`src/rtl/axi4_lite_pkg.sv`:
```
// Shared AXI4-Lite types: response codes, register-file FSM states
// and the byte-lane merge helper used on register writes.
package axi4_lite_pkg;

    typedef enum logic [1:0] {
        OKAY   = 2'b00,
        EXOKAY = 2'b01,
        SLVERR = 2'b10,
        DECERR = 2'b11
    } resp_t;

    typedef enum logic {
        WR_COLLECT,
        WR_RESP
    } wr_state_t;

    typedef enum logic {
        RD_IDLE,
        RD_RESP
    } rd_state_t;

    localparam int MAX_DATA_W = 64;
    localparam int MAX_STRB_W = MAX_DATA_W / 8;

    // Narrower buses zero-extend into the 64-bit operands.
    function automatic logic [MAX_DATA_W-1:0] merge_strb(
        input logic [MAX_DATA_W-1:0] old_w,
        input logic [MAX_DATA_W-1:0] new_w,
        input logic [MAX_STRB_W-1:0] strb
    );
        logic [MAX_DATA_W-1:0] m;
        for (int i = 0; i < MAX_STRB_W; i++) begin
            m[8*i +: 8] = strb[i] ? new_w[8*i +: 8] : old_w[8*i +: 8];
        end
        return m;
    endfunction

endpackage

```
`src/rtl/axi4_lite_if.sv`:
```
// AXI4-Lite bus bundle with master and slave modports.
interface axi4_lite_if #(
    parameter int AXI4_LITE_ADDR_BIT_WIDTH = 32,
    parameter int AXI4_LITE_DATA_BIT_WIDTH = 32
);
    localparam int AW = AXI4_LITE_ADDR_BIT_WIDTH;
    localparam int DW = AXI4_LITE_DATA_BIT_WIDTH;

    logic          awvalid;
    logic          awready;
    logic [AW-1:0] awaddr;
    logic [2:0]    awprot;
    logic          wvalid;
    logic          wready;
    logic [DW-1:0] wdata;
    logic [DW/8-1:0] wstrb;
    logic          bvalid;
    logic          bready;
    logic [1:0]    bresp;
    logic          arvalid;
    logic          arready;
    logic [AW-1:0] araddr;
    logic [2:0]    arprot;
    logic          rvalid;
    logic          rready;
    logic [DW-1:0] rdata;
    logic [1:0]    rresp;

    modport slv_port (
        input  awvalid, awaddr, awprot,
        output awready,
        input  wvalid, wdata, wstrb,
        output wready,
        output bvalid, bresp,
        input  bready,
        input  arvalid, araddr, arprot,
        output arready,
        output rvalid, rdata, rresp,
        input  rready
    );

    modport mst_port (
        output awvalid, awaddr, awprot,
        input  awready,
        output wvalid, wdata, wstrb,
        input  wready,
        input  bvalid, bresp,
        output bready,
        output arvalid, araddr, arprot,
        input  arready,
        input  rvalid, rdata, rresp,
        output rready
    );

endinterface

```
`src/rtl/axi4_lite_reg_file_slv.sv`:
```
// AXI4-Lite register-file slave with independent write and read FSMs.
// Define AXI4_LITE_REG_FILE_SLV_ADDR_ERR_EN to answer out-of-range with SLVERR.
module axi4_lite_reg_file_slv
    import axi4_lite_pkg::*;
#(
    parameter int AXI4_LITE_ADDR_BIT_WIDTH = 32,
    parameter int AXI4_LITE_DATA_BIT_WIDTH = 32,
    parameter int NUM_REGS                 = 16
) (
    input  logic clk,
    input  logic sync_rst,
    axi4_lite_if.slv_port if_s_axi,
    output logic [NUM_REGS-1:0][AXI4_LITE_DATA_BIT_WIDTH-1:0] o_regs,
    output logic [NUM_REGS-1:0] o_wr_pulse
);

    localparam int AW     = AXI4_LITE_ADDR_BIT_WIDTH;
    localparam int DW     = AXI4_LITE_DATA_BIT_WIDTH;
    localparam int STRB_W = DW / 8;
    localparam int OFFS   = $clog2(STRB_W);
    localparam int IDX_W  = (NUM_REGS > 1) ? $clog2(NUM_REGS) : 1;

`ifdef AXI4_LITE_REG_FILE_SLV_ADDR_ERR_EN
    localparam resp_t OOR_RESP = SLVERR;
`else
    localparam resp_t OOR_RESP = OKAY;
`endif

    wr_state_t   wr_state;
    logic        aw_got;
    logic        w_got;
    logic [AW-1:0]     aw_addr_q;
    logic [DW-1:0]     w_data_q;
    logic [STRB_W-1:0] w_strb_q;
    resp_t       bresp_q;
    logic [NUM_REGS-1:0][DW-1:0] regs_q;
    logic [NUM_REGS-1:0] pulse_q;

    rd_state_t   rd_state;
    logic [DW-1:0] rdata_q;
    resp_t       rresp_q;

    logic awready_i, wready_i, arready_i;
    logic aw_hs, w_hs, ar_hs, commit;
    logic [AW-1:0]     wr_addr, wr_word, rd_word;
    logic [DW-1:0]     wr_data;
    logic [STRB_W-1:0] wr_strb;
    logic              wr_in_rng, rd_in_rng;
    logic [IDX_W-1:0]  wr_idx, rd_idx;
    logic [MAX_DATA_W-1:0] merged_full;

    always_comb begin
        awready_i = ~sync_rst & (wr_state == WR_COLLECT) & ~aw_got;
        wready_i  = ~sync_rst & (wr_state == WR_COLLECT) & ~w_got;
        arready_i = ~sync_rst & (rd_state == RD_IDLE);
        aw_hs     = if_s_axi.awvalid & awready_i;
        w_hs      = if_s_axi.wvalid & wready_i;
        ar_hs     = if_s_axi.arvalid & arready_i;
        // Bypass lets a handshake commit on the same edge it arrives.
        wr_addr   = aw_got ? aw_addr_q : if_s_axi.awaddr;
        wr_data   = w_got ? w_data_q : if_s_axi.wdata;
        wr_strb   = w_got ? w_strb_q : if_s_axi.wstrb;
        commit    = ~sync_rst & (wr_state == WR_COLLECT)
                  & (aw_got | aw_hs) & (w_got | w_hs);
        wr_word   = wr_addr >> OFFS;
        wr_in_rng = wr_word < AW'(NUM_REGS);
        wr_idx    = wr_word[IDX_W-1:0];
        rd_word   = if_s_axi.araddr >> OFFS;
        rd_in_rng = rd_word < AW'(NUM_REGS);
        rd_idx    = rd_word[IDX_W-1:0];
        merged_full = merge_strb(MAX_DATA_W'(regs_q[wr_idx]),
                                 MAX_DATA_W'(wr_data),
                                 MAX_STRB_W'(wr_strb));
    end

    always_ff @(posedge clk) begin
        if (sync_rst) begin
            wr_state  <= WR_COLLECT;
            aw_got    <= 1'b0;
            w_got     <= 1'b0;
            aw_addr_q <= '0;
            w_data_q  <= '0;
            w_strb_q  <= '0;
            bresp_q   <= OKAY;
            regs_q    <= '0;
            pulse_q   <= '0;
        end else begin
            pulse_q <= '0;
            unique case (wr_state)
                WR_COLLECT: begin
                    if (aw_hs) begin
                        aw_got    <= 1'b1;
                        aw_addr_q <= if_s_axi.awaddr;
                    end
                    if (w_hs) begin
                        w_got    <= 1'b1;
                        w_data_q <= if_s_axi.wdata;
                        w_strb_q <= if_s_axi.wstrb;
                    end
                    if (commit) begin
                        wr_state <= WR_RESP;
                        if (wr_in_rng) begin
                            regs_q[wr_idx]  <= merged_full[DW-1:0];
                            pulse_q[wr_idx] <= 1'b1;
                            bresp_q         <= OKAY;
                        end else begin
                            bresp_q <= OOR_RESP;
                        end
                    end
                end
                WR_RESP: begin
                    if (if_s_axi.bready) begin
                        aw_got   <= 1'b0;
                        w_got    <= 1'b0;
                        wr_state <= WR_COLLECT;
                    end
                end
                default: wr_state <= WR_COLLECT;
            endcase
        end
    end

    // Reads sample regs_q before any same-edge write lands: old value wins.
    always_ff @(posedge clk) begin
        if (sync_rst) begin
            rd_state <= RD_IDLE;
            rdata_q  <= '0;
            rresp_q  <= OKAY;
        end else begin
            unique case (rd_state)
                RD_IDLE: begin
                    if (ar_hs) begin
                        rd_state <= RD_RESP;
                        if (rd_in_rng) begin
                            rdata_q <= regs_q[rd_idx];
                            rresp_q <= OKAY;
                        end else begin
                            rdata_q <= '0;
                            rresp_q <= OOR_RESP;
                        end
                    end
                end
                RD_RESP: begin
                    if (if_s_axi.rready) begin
                        rd_state <= RD_IDLE;
                    end
                end
                default: rd_state <= RD_IDLE;
            endcase
        end
    end

    assign if_s_axi.awready = awready_i;
    assign if_s_axi.wready  = wready_i;
    assign if_s_axi.arready = arready_i;
    assign if_s_axi.bvalid  = ~sync_rst & (wr_state == WR_RESP);
    assign if_s_axi.rvalid  = ~sync_rst & (rd_state == RD_RESP);
    assign if_s_axi.bresp   = sync_rst ? OKAY : bresp_q;
    assign if_s_axi.rresp   = sync_rst ? OKAY : rresp_q;
    assign if_s_axi.rdata   = sync_rst ? '0 : rdata_q;
    assign o_regs           = sync_rst ? '0 : regs_q;
    assign o_wr_pulse       = sync_rst ? '0 : pulse_q;

    logic unused;
    assign unused = ^{if_s_axi.awprot, if_s_axi.arprot, merged_full};

endmodule
```
`src/flat_wrapper.sv`:
```
// flat-port wrapper written by rule: the top's interface ports become plain ports
module axi4_lite_reg_file_slv_flat import axi4_lite_pkg::*;
#(
    parameter int AXI4_LITE_ADDR_BIT_WIDTH = 32,
    parameter int AXI4_LITE_DATA_BIT_WIDTH = 32,
    parameter int NUM_REGS                 = 16
)
  (clk, sync_rst, o_regs, o_wr_pulse, if_s_axi_awvalid, if_s_axi_awaddr, if_s_axi_awprot, if_s_axi_awready, if_s_axi_wvalid, if_s_axi_wdata, if_s_axi_wstrb, if_s_axi_wready, if_s_axi_bvalid, if_s_axi_bresp, if_s_axi_bready, if_s_axi_arvalid, if_s_axi_araddr, if_s_axi_arprot, if_s_axi_arready, if_s_axi_rvalid, if_s_axi_rdata, if_s_axi_rresp, if_s_axi_rready);
  axi4_lite_if #(.AXI4_LITE_ADDR_BIT_WIDTH(AXI4_LITE_ADDR_BIT_WIDTH), .AXI4_LITE_DATA_BIT_WIDTH(AXI4_LITE_DATA_BIT_WIDTH)) if_s_axi_i ();
  input  logic clk;
  input  logic sync_rst;
  output logic [NUM_REGS-1:0][AXI4_LITE_DATA_BIT_WIDTH-1:0] o_regs;
  output logic [NUM_REGS-1:0] o_wr_pulse;
  input wire logic [$bits(if_s_axi_i.awvalid)-1:0] if_s_axi_awvalid;
  input wire logic [$bits(if_s_axi_i.awaddr)-1:0] if_s_axi_awaddr;
  input wire logic [$bits(if_s_axi_i.awprot)-1:0] if_s_axi_awprot;
  output wire logic [$bits(if_s_axi_i.awready)-1:0] if_s_axi_awready;
  input wire logic [$bits(if_s_axi_i.wvalid)-1:0] if_s_axi_wvalid;
  input wire logic [$bits(if_s_axi_i.wdata)-1:0] if_s_axi_wdata;
  input wire logic [$bits(if_s_axi_i.wstrb)-1:0] if_s_axi_wstrb;
  output wire logic [$bits(if_s_axi_i.wready)-1:0] if_s_axi_wready;
  output wire logic [$bits(if_s_axi_i.bvalid)-1:0] if_s_axi_bvalid;
  output wire logic [$bits(if_s_axi_i.bresp)-1:0] if_s_axi_bresp;
  input wire logic [$bits(if_s_axi_i.bready)-1:0] if_s_axi_bready;
  input wire logic [$bits(if_s_axi_i.arvalid)-1:0] if_s_axi_arvalid;
  input wire logic [$bits(if_s_axi_i.araddr)-1:0] if_s_axi_araddr;
  input wire logic [$bits(if_s_axi_i.arprot)-1:0] if_s_axi_arprot;
  output wire logic [$bits(if_s_axi_i.arready)-1:0] if_s_axi_arready;
  output wire logic [$bits(if_s_axi_i.rvalid)-1:0] if_s_axi_rvalid;
  output wire logic [$bits(if_s_axi_i.rdata)-1:0] if_s_axi_rdata;
  output wire logic [$bits(if_s_axi_i.rresp)-1:0] if_s_axi_rresp;
  input wire logic [$bits(if_s_axi_i.rready)-1:0] if_s_axi_rready;
  assign if_s_axi_i.awvalid = if_s_axi_awvalid;
  assign if_s_axi_i.awaddr = if_s_axi_awaddr;
  assign if_s_axi_i.awprot = if_s_axi_awprot;
  assign if_s_axi_awready = if_s_axi_i.awready;
  assign if_s_axi_i.wvalid = if_s_axi_wvalid;
  assign if_s_axi_i.wdata = if_s_axi_wdata;
  assign if_s_axi_i.wstrb = if_s_axi_wstrb;
  assign if_s_axi_wready = if_s_axi_i.wready;
  assign if_s_axi_bvalid = if_s_axi_i.bvalid;
  assign if_s_axi_bresp = if_s_axi_i.bresp;
  assign if_s_axi_i.bready = if_s_axi_bready;
  assign if_s_axi_i.arvalid = if_s_axi_arvalid;
  assign if_s_axi_i.araddr = if_s_axi_araddr;
  assign if_s_axi_i.arprot = if_s_axi_arprot;
  assign if_s_axi_arready = if_s_axi_i.arready;
  assign if_s_axi_rvalid = if_s_axi_i.rvalid;
  assign if_s_axi_rdata = if_s_axi_i.rdata;
  assign if_s_axi_rresp = if_s_axi_i.rresp;
  assign if_s_axi_i.rready = if_s_axi_rready;
  axi4_lite_reg_file_slv #(.AXI4_LITE_ADDR_BIT_WIDTH(AXI4_LITE_ADDR_BIT_WIDTH), .AXI4_LITE_DATA_BIT_WIDTH(AXI4_LITE_DATA_BIT_WIDTH), .NUM_REGS(NUM_REGS)) u_core (.clk(clk), .sync_rst(sync_rst), .if_s_axi(if_s_axi_i), .o_regs(o_regs), .o_wr_pulse(o_wr_pulse));
endmodule
```
`config.mk`:
```
export PLATFORM = sky130hd
export DESIGN_NAME = axi4_lite_reg_file_slv_flat
export DESIGN_NICKNAME = d
export VERILOG_FILES = /design/src/rtl/axi4_lite_pkg.sv /design/src/rtl/axi4_lite_if.sv /design/src/rtl/axi4_lite_reg_file_slv.sv /design/src/flat_wrapper.sv
export SDC_FILE = /design/constraint.sdc
export NUM_CORES = 2
export LEC_CHECK = 0
export ABC_CLOCK_PERIOD_IN_PS = 2450
export CAP_MARGIN = 40
export CORE_MARGIN = 10
export CORE_UTILIZATION = 30
export CTS_CLUSTER_SIZE = 25
export DETAILED_ROUTE_END_ITERATION = 8
export GPL_ROUTABILITY_DRIVEN = 0
export PLACE_DENSITY_LB_ADDON = 0.3
export SYNTH_ARGS = -nofsm -noshare
export SYNTH_HDL_FRONTEND = slang
export SYNTH_SLANG_ARGS = --single-unit
```
`constraint.sdc`:
```
create_clock -name clk -period 2.45 [get_ports clk]
set_input_delay 0.3675 -clock clk [delete_from_list [all_inputs] [get_ports clk]]
set_output_delay 0.3675 -clock clk [all_outputs]
set_load 0.05 [all_outputs]
```
---- Word-level counts from Yosys, hierarchy flattened ----
Index checks and enable logic that the tools add are counted.
storage, ports and cells
  bits in registers ....................... 632
  logic and storage cells ................. 92
cells by class
  magnitude comparators ................... 5
  equal/unequal tests ..................... 3
  muxes and demuxes ....................... 31
  bitwise logic cells ..................... 20
  reductions and logical operators ........ 8
operators by type and width
  cell                 count
  $bwmux 512           1
  $mux 512             1
  $bmux 32 s4          2
  $mux 32              7
  $demux 32 s4         1
  $lt 30x5->1 const B  2
  $mux 8               4
  $mux 16              1
  $and 1x1->1          11
  $lt 4x5->1 const B   2
  $reduce_and 2->1     5
  $mux 1               8
  $pmux 1 s2           4
  $not 1->1            7
  $demux 1 s4          1
  $ge 4x1->1 const B   1
  $mux 4               1
  $ne 2x1->1 const B   2
  $reduce_or 4->1      1
  $reduce_and 3->1     1
  $ne 2x2->1 const B   1
  $or 1x1->1           2
  $logic_and 1x1->1    1

---- Logic depth before layout (Yosys ltp) ----
  depth in word-level cells ............... 9
  depth in mapped cells ................... 11
  depth with buffers taken out ............ 6

---- Least setup slack after synthesis ----
Ideal clock, no wire load.
  kind .................................... register -> register
  start point ............................. register u_core.w_got
  end point ............................... register u_core.w_data_q[26]
  data arrival time ....................... 2624 ps
  setup slack ............................. -244 ps
  stages on the path, launching flop included .. 8
  clock period less this slack ............ 2694 ps
  cell sequence ........................... dfxtp_1 -> buf_2 -> nor3_1 -> and2_1 -> clkbuf_1 -> clkbuf_1 -> nand2_1 -> a21oi_1
on the way
  longest elaborated chain between the ends .. 4
RTL lines
  element                     RTL line                       RTL
  start, declared             axi4_lite_reg_file_slv.sv:31   logic w_got;
  start signal, assigned      axi4_lite_reg_file_slv.sv:80   w_got <= 1'b0;
  start signal, assigned      axi4_lite_reg_file_slv.sv:96   w_got <= 1'b1;
  start signal, assigned      axi4_lite_reg_file_slv.sv:114  w_got <= 1'b0;
  $not 1->1                   axi4_lite_reg_file_slv.sv:54   wready_i = ~sync_rst & (wr_state == WR_COLLECT) & ~w_got;
  $and 1x1->1                 axi4_lite_reg_file_slv.sv:54
  named net if_s_axi_wready   flat_wrapper.sv:21             output wire logic [$bits(if_s_axi_i.wready)-1:0] if_s_axi_wready;
  $and 1x1->1                 axi4_lite_reg_file_slv.sv:57   w_hs = if_s_axi.wvalid & wready_i;
  $reduce_and 2->1 (no line)  -
  end signal, assigned        axi4_lite_reg_file_slv.sv:97   w_data_q <= if_s_axi.wdata;
  end, declared               axi4_lite_reg_file_slv.sv:33   logic [DW-1:0] w_data_q;
The timed path passes the listed nets, and every way through them passes these cells.
A chain may end at the register's enable or synchronous reset.

---- Worst setup path in the final report ----
  start point ............................. register u_core.aw_got
  end point ............................... register u_core.regs_q[144] (netlist bit)
on the way
  longest elaborated chain between the ends .. 7
  elaborated cells between the ends (all ways) .. 18
  classes of those cells .................. 3 x order compare; 7 x mux; 6 x bitwise; 2 x reduce/logical
RTL lines
  element                                                              RTL line                       RTL
  start, declared                                                      axi4_lite_reg_file_slv.sv:30   logic aw_got;
  start signal, assigned                                               axi4_lite_reg_file_slv.sv:79   aw_got <= 1'b0;
  start signal, assigned                                               axi4_lite_reg_file_slv.sv:92   aw_got <= 1'b1;
  start signal, assigned                                               axi4_lite_reg_file_slv.sv:113  aw_got <= 1'b0;
  parallel branches: the longest is 7 deep, another holds $lt 30x5->1  -
  end signal, assigned by index                                        axi4_lite_reg_file_slv.sv:103  regs_q[wr_idx] <= merged_full[DW-1:0];
  end, declared                                                        axi4_lite_reg_file_slv.sv:36   logic [NUM_REGS-1:0][DW-1:0] regs_q;
Several ways; the timed one is not identified. The select of a mux whose other input is x is not followed.

==> metrics.yaml <==
status: "finished with violations"
violations: "setup timing"
seq_area_frac_synth_pct: 37.7
place_inst: 5842
synth_top_area_share_pct: 37.7
min_from: "sync_rst"
path_cells: "buf_6, nand3b_1, nand2_8, buf_16, buf_4, a22oi_1, a31oi_1, buf_4, o41ai_4, buf_6, o21ai_0"
r2r-start: "u_core.aw_got"
fin_crit_ns: 2.77
slew_violations: 0
ant_nets: 0
drt_iter0_drc: 3242
critical_path.top_delay_family: "buffers and inverters"
routed_via_density: 5.41
worst-r2r-cell-count: 11
power_density_nw_per_um2: 544
design.core.area_um2: 111000
die_x_um: 354
start_kind: "register"
grt_pass1_wl_um: 237000
grt_pass1_vias: 32300
drive_gt1_share_pct: 30.6
path_class: "reg2reg"
ys.flop_type: "dfxtp_1"
cp-endpoint: "u_core.regs_q[144]"
synth-seq-cells: 630
drt-total-wl_um: 171000
final_common_cell: "buf_4"
insertion_delay_ns: 0.66
grt_usage_pct: 25.4
clockBufferDepth: 3
finalSetupViolCount: 512
nets: 4602
worst_pin_slew_ns: 0.604
vias: 32700
grt_max_degree: 103
finalClockSkew_ns: 0.0202
synthTopCellsByArea: "dfxtp_1 (38%), mux4_2 (11%), nor2b_1 (8.1%)"
slowest_delay_ns: 0.38
drc: 0
clockRootBuffer: "clkbuf_16"
max_slew_margin_pct: 58.6
clkTransAtPathRegs_ns: 0.06
cpMaxStageDelayCell: "dfxtp_4"
yosys.cell_types.count: 59
rsz0062_at_grt: "yes"
final_cell_mix: "buf_4 (794), dfxtp_1 (626), nand2_1 (569)"
dp_hpwl_um: 120000
cts.sinks: 630
rows: 122
synth_area_leader_cell: "dfxtp_1"
cts_hold_buf: 0
first_pass_iters: 8
start_util_pct: 30.2
min-delay-path-class: "in2reg"
cp.depth: 11
synthCells: 3704
worstReg2RegEnd: "u_core.regs_q[144]"
cap_viol_max_count: 0
cts_tree: "built"
setup.worst_path.end_class: "register"
routedWlPerCell_um: 28.2
ctsHtreeMaxLevel: 3
synthesis.area_um2: 33500
synth-edff-count: 0
r2r_slack_ns: -0.32
path_buf_inv: 5
hold_viol: 0
dieHeight_um: 354
antenna_found_initial: 10
fmax_mhz: 361
io_pins: 682
synth.avg_cell_area_um2: 9.04
cts_buffers: 76
fin_ws_ns: -0.321
fin_crit_sh_pct: 113
async_flop_share_pct: 0
crit_required_ns: 2.96
fin_cells: 6042
arrival_ns: 3.28
globalRouteOverflowTotal: 0
syn2layout_area_growth_pct: 40.3
portBuffers: 667
worstPathMaxFanout: 21
dieArea_um2: 125000
startpoint: "u_core.aw_got"
p_leak_nw: 19.8
yosys_warnings: 0
dp_slack_ns: -1.12
vdd_ir_drop_max_mv: 0.416
==> how the worst min path moves through the flow <==
stage / slack [ns] / depth (start not counted) / endpoint
5_1_grt: 0.18 / 3 / u_core.aw_addr_q[31]
3_5_place_dp: 0.44 / 2 / u_core.w_strb_q[3]
4_1_cts: 0.16 / 5 / u_core.wr_state
6_report: 0.19 / 3 / u_core.aw_addr_q[31]
2_1_floorplan: 0.43 / 2 / u_core.w_strb_q[0]
3_3_place_gp: 0.44 / 2 / u_core.w_strb_q[3]
==> final cells by class <==
type	count	area (µm²)
well taps	1488	1860
clock inverters	25	273
multi-input cells	2564	19300
flip-flops and latches	630	12600
inverters	165	619
diodes	7	17.5
repair buffers	1052	9980
fillers	11100	63800
clock buffers	111	2320
==> through the flow <==
step	util [%]	instance area (µm²)	power, mW	hold WS, ns	setup TNS (ns)
2_1_floorplan	-	33500	12.0	0.433	0
3_3_place_gp	38.7	42900	13.5	0.438	-513.21
3_5_place_dp	38.7	42900	13.5	0.444	-432.83
4_1_cts	41.8	46300	25.5	0.156	-82.23
5_1_grt	42.4	47000	26.2	0.181	-134.10
6_report	42.4	47000	25.6	0.194	-95.26
==> kinds of logic (layout without fill, tap and decap cells) <==
group,after synthesis,count (layout),synth area share (%)
other,1,11,0.0112
multiplexers,325,325,15.7
AND/OR/NAND/NOR,1235,1235,18.7
buffers and inverters,513,1353,6.61
flip-flops,630,630,37.7
AO/OA/AOI/OAI,1000,1000,21.3
==> power by group <==
group | total [mW] | internal (mW) | switching (mW)
Clock | 11.9 | 7.09 | 4.83
Sequential | 10.3 | 10.3 | 0.0412
Combinational | 3.32 | 1.37 | 1.95
==> per-layer routing <==
| layer | part of all wire, % | vias to the layer above | global-route usage (%) |
|---|---|---|---|
| met5 | 0.029 | - | 0 |
| met4 | 4.3 | 8 | 10.3 |
| met3 | 9.1 | 369 | 6.84 |
| met2 | 47 | 1667 | 42.4 |
| met1 | 39 | 16000 | 30.8 |
| li1 | - | 14600 | - |
==> synthesized netlist by cell type, types with 14 or more instances <==
cell type  instances
a2111o_1          20
a22oi_1          120
buf_4             47
nand2b_1         132
nand2_1          574
a21boi_0         132
a21oi_1           82
inv_1            165
o21a_1            62
mux4_2           159
o21ai_0          223
o2bb2ai_1         32
buf_2             48
dfxtp_1          630
mux2i_1          161
nand4_1           16
buf_1             27
clkbuf_1         219
a21boi_1          33
a2111oi_0         41
nor2_1            29
nor2b_1          435
o41ai_4           29
o21ai_1          173
nor4_1            14
==> state kept, by name, indices dropped and copies added (netlist names) <==
signal / cells
u_core.w_strb_q: 4
u_core.regs_q: 512
u_core.pulse_q: 16
u_core.wr_state: 1
u_core.aw_got: 1
u_core.w_got: 1
u_core.aw_addr_q: 30
u_core.rdata_q: 32
u_core.rd_state: 1
u_core.w_data_q: 32
==> worst min-delay path: cells and delay by family <==
kind / cells / cell delay, ns
buffers and inverters: 2 / 0.34
AOI/OAI and AO/OA: 1 / 0.07
==> repair_timing <==
item / in CTS / in global routing
setup endpoints to repair: 512 / 513
setup buffers: 20 / 15
gates cloned: 9 / 13
pin swaps: 28 / 18
gates resized for setup: 128 / 96
Power figures use the tool's default switching activity.
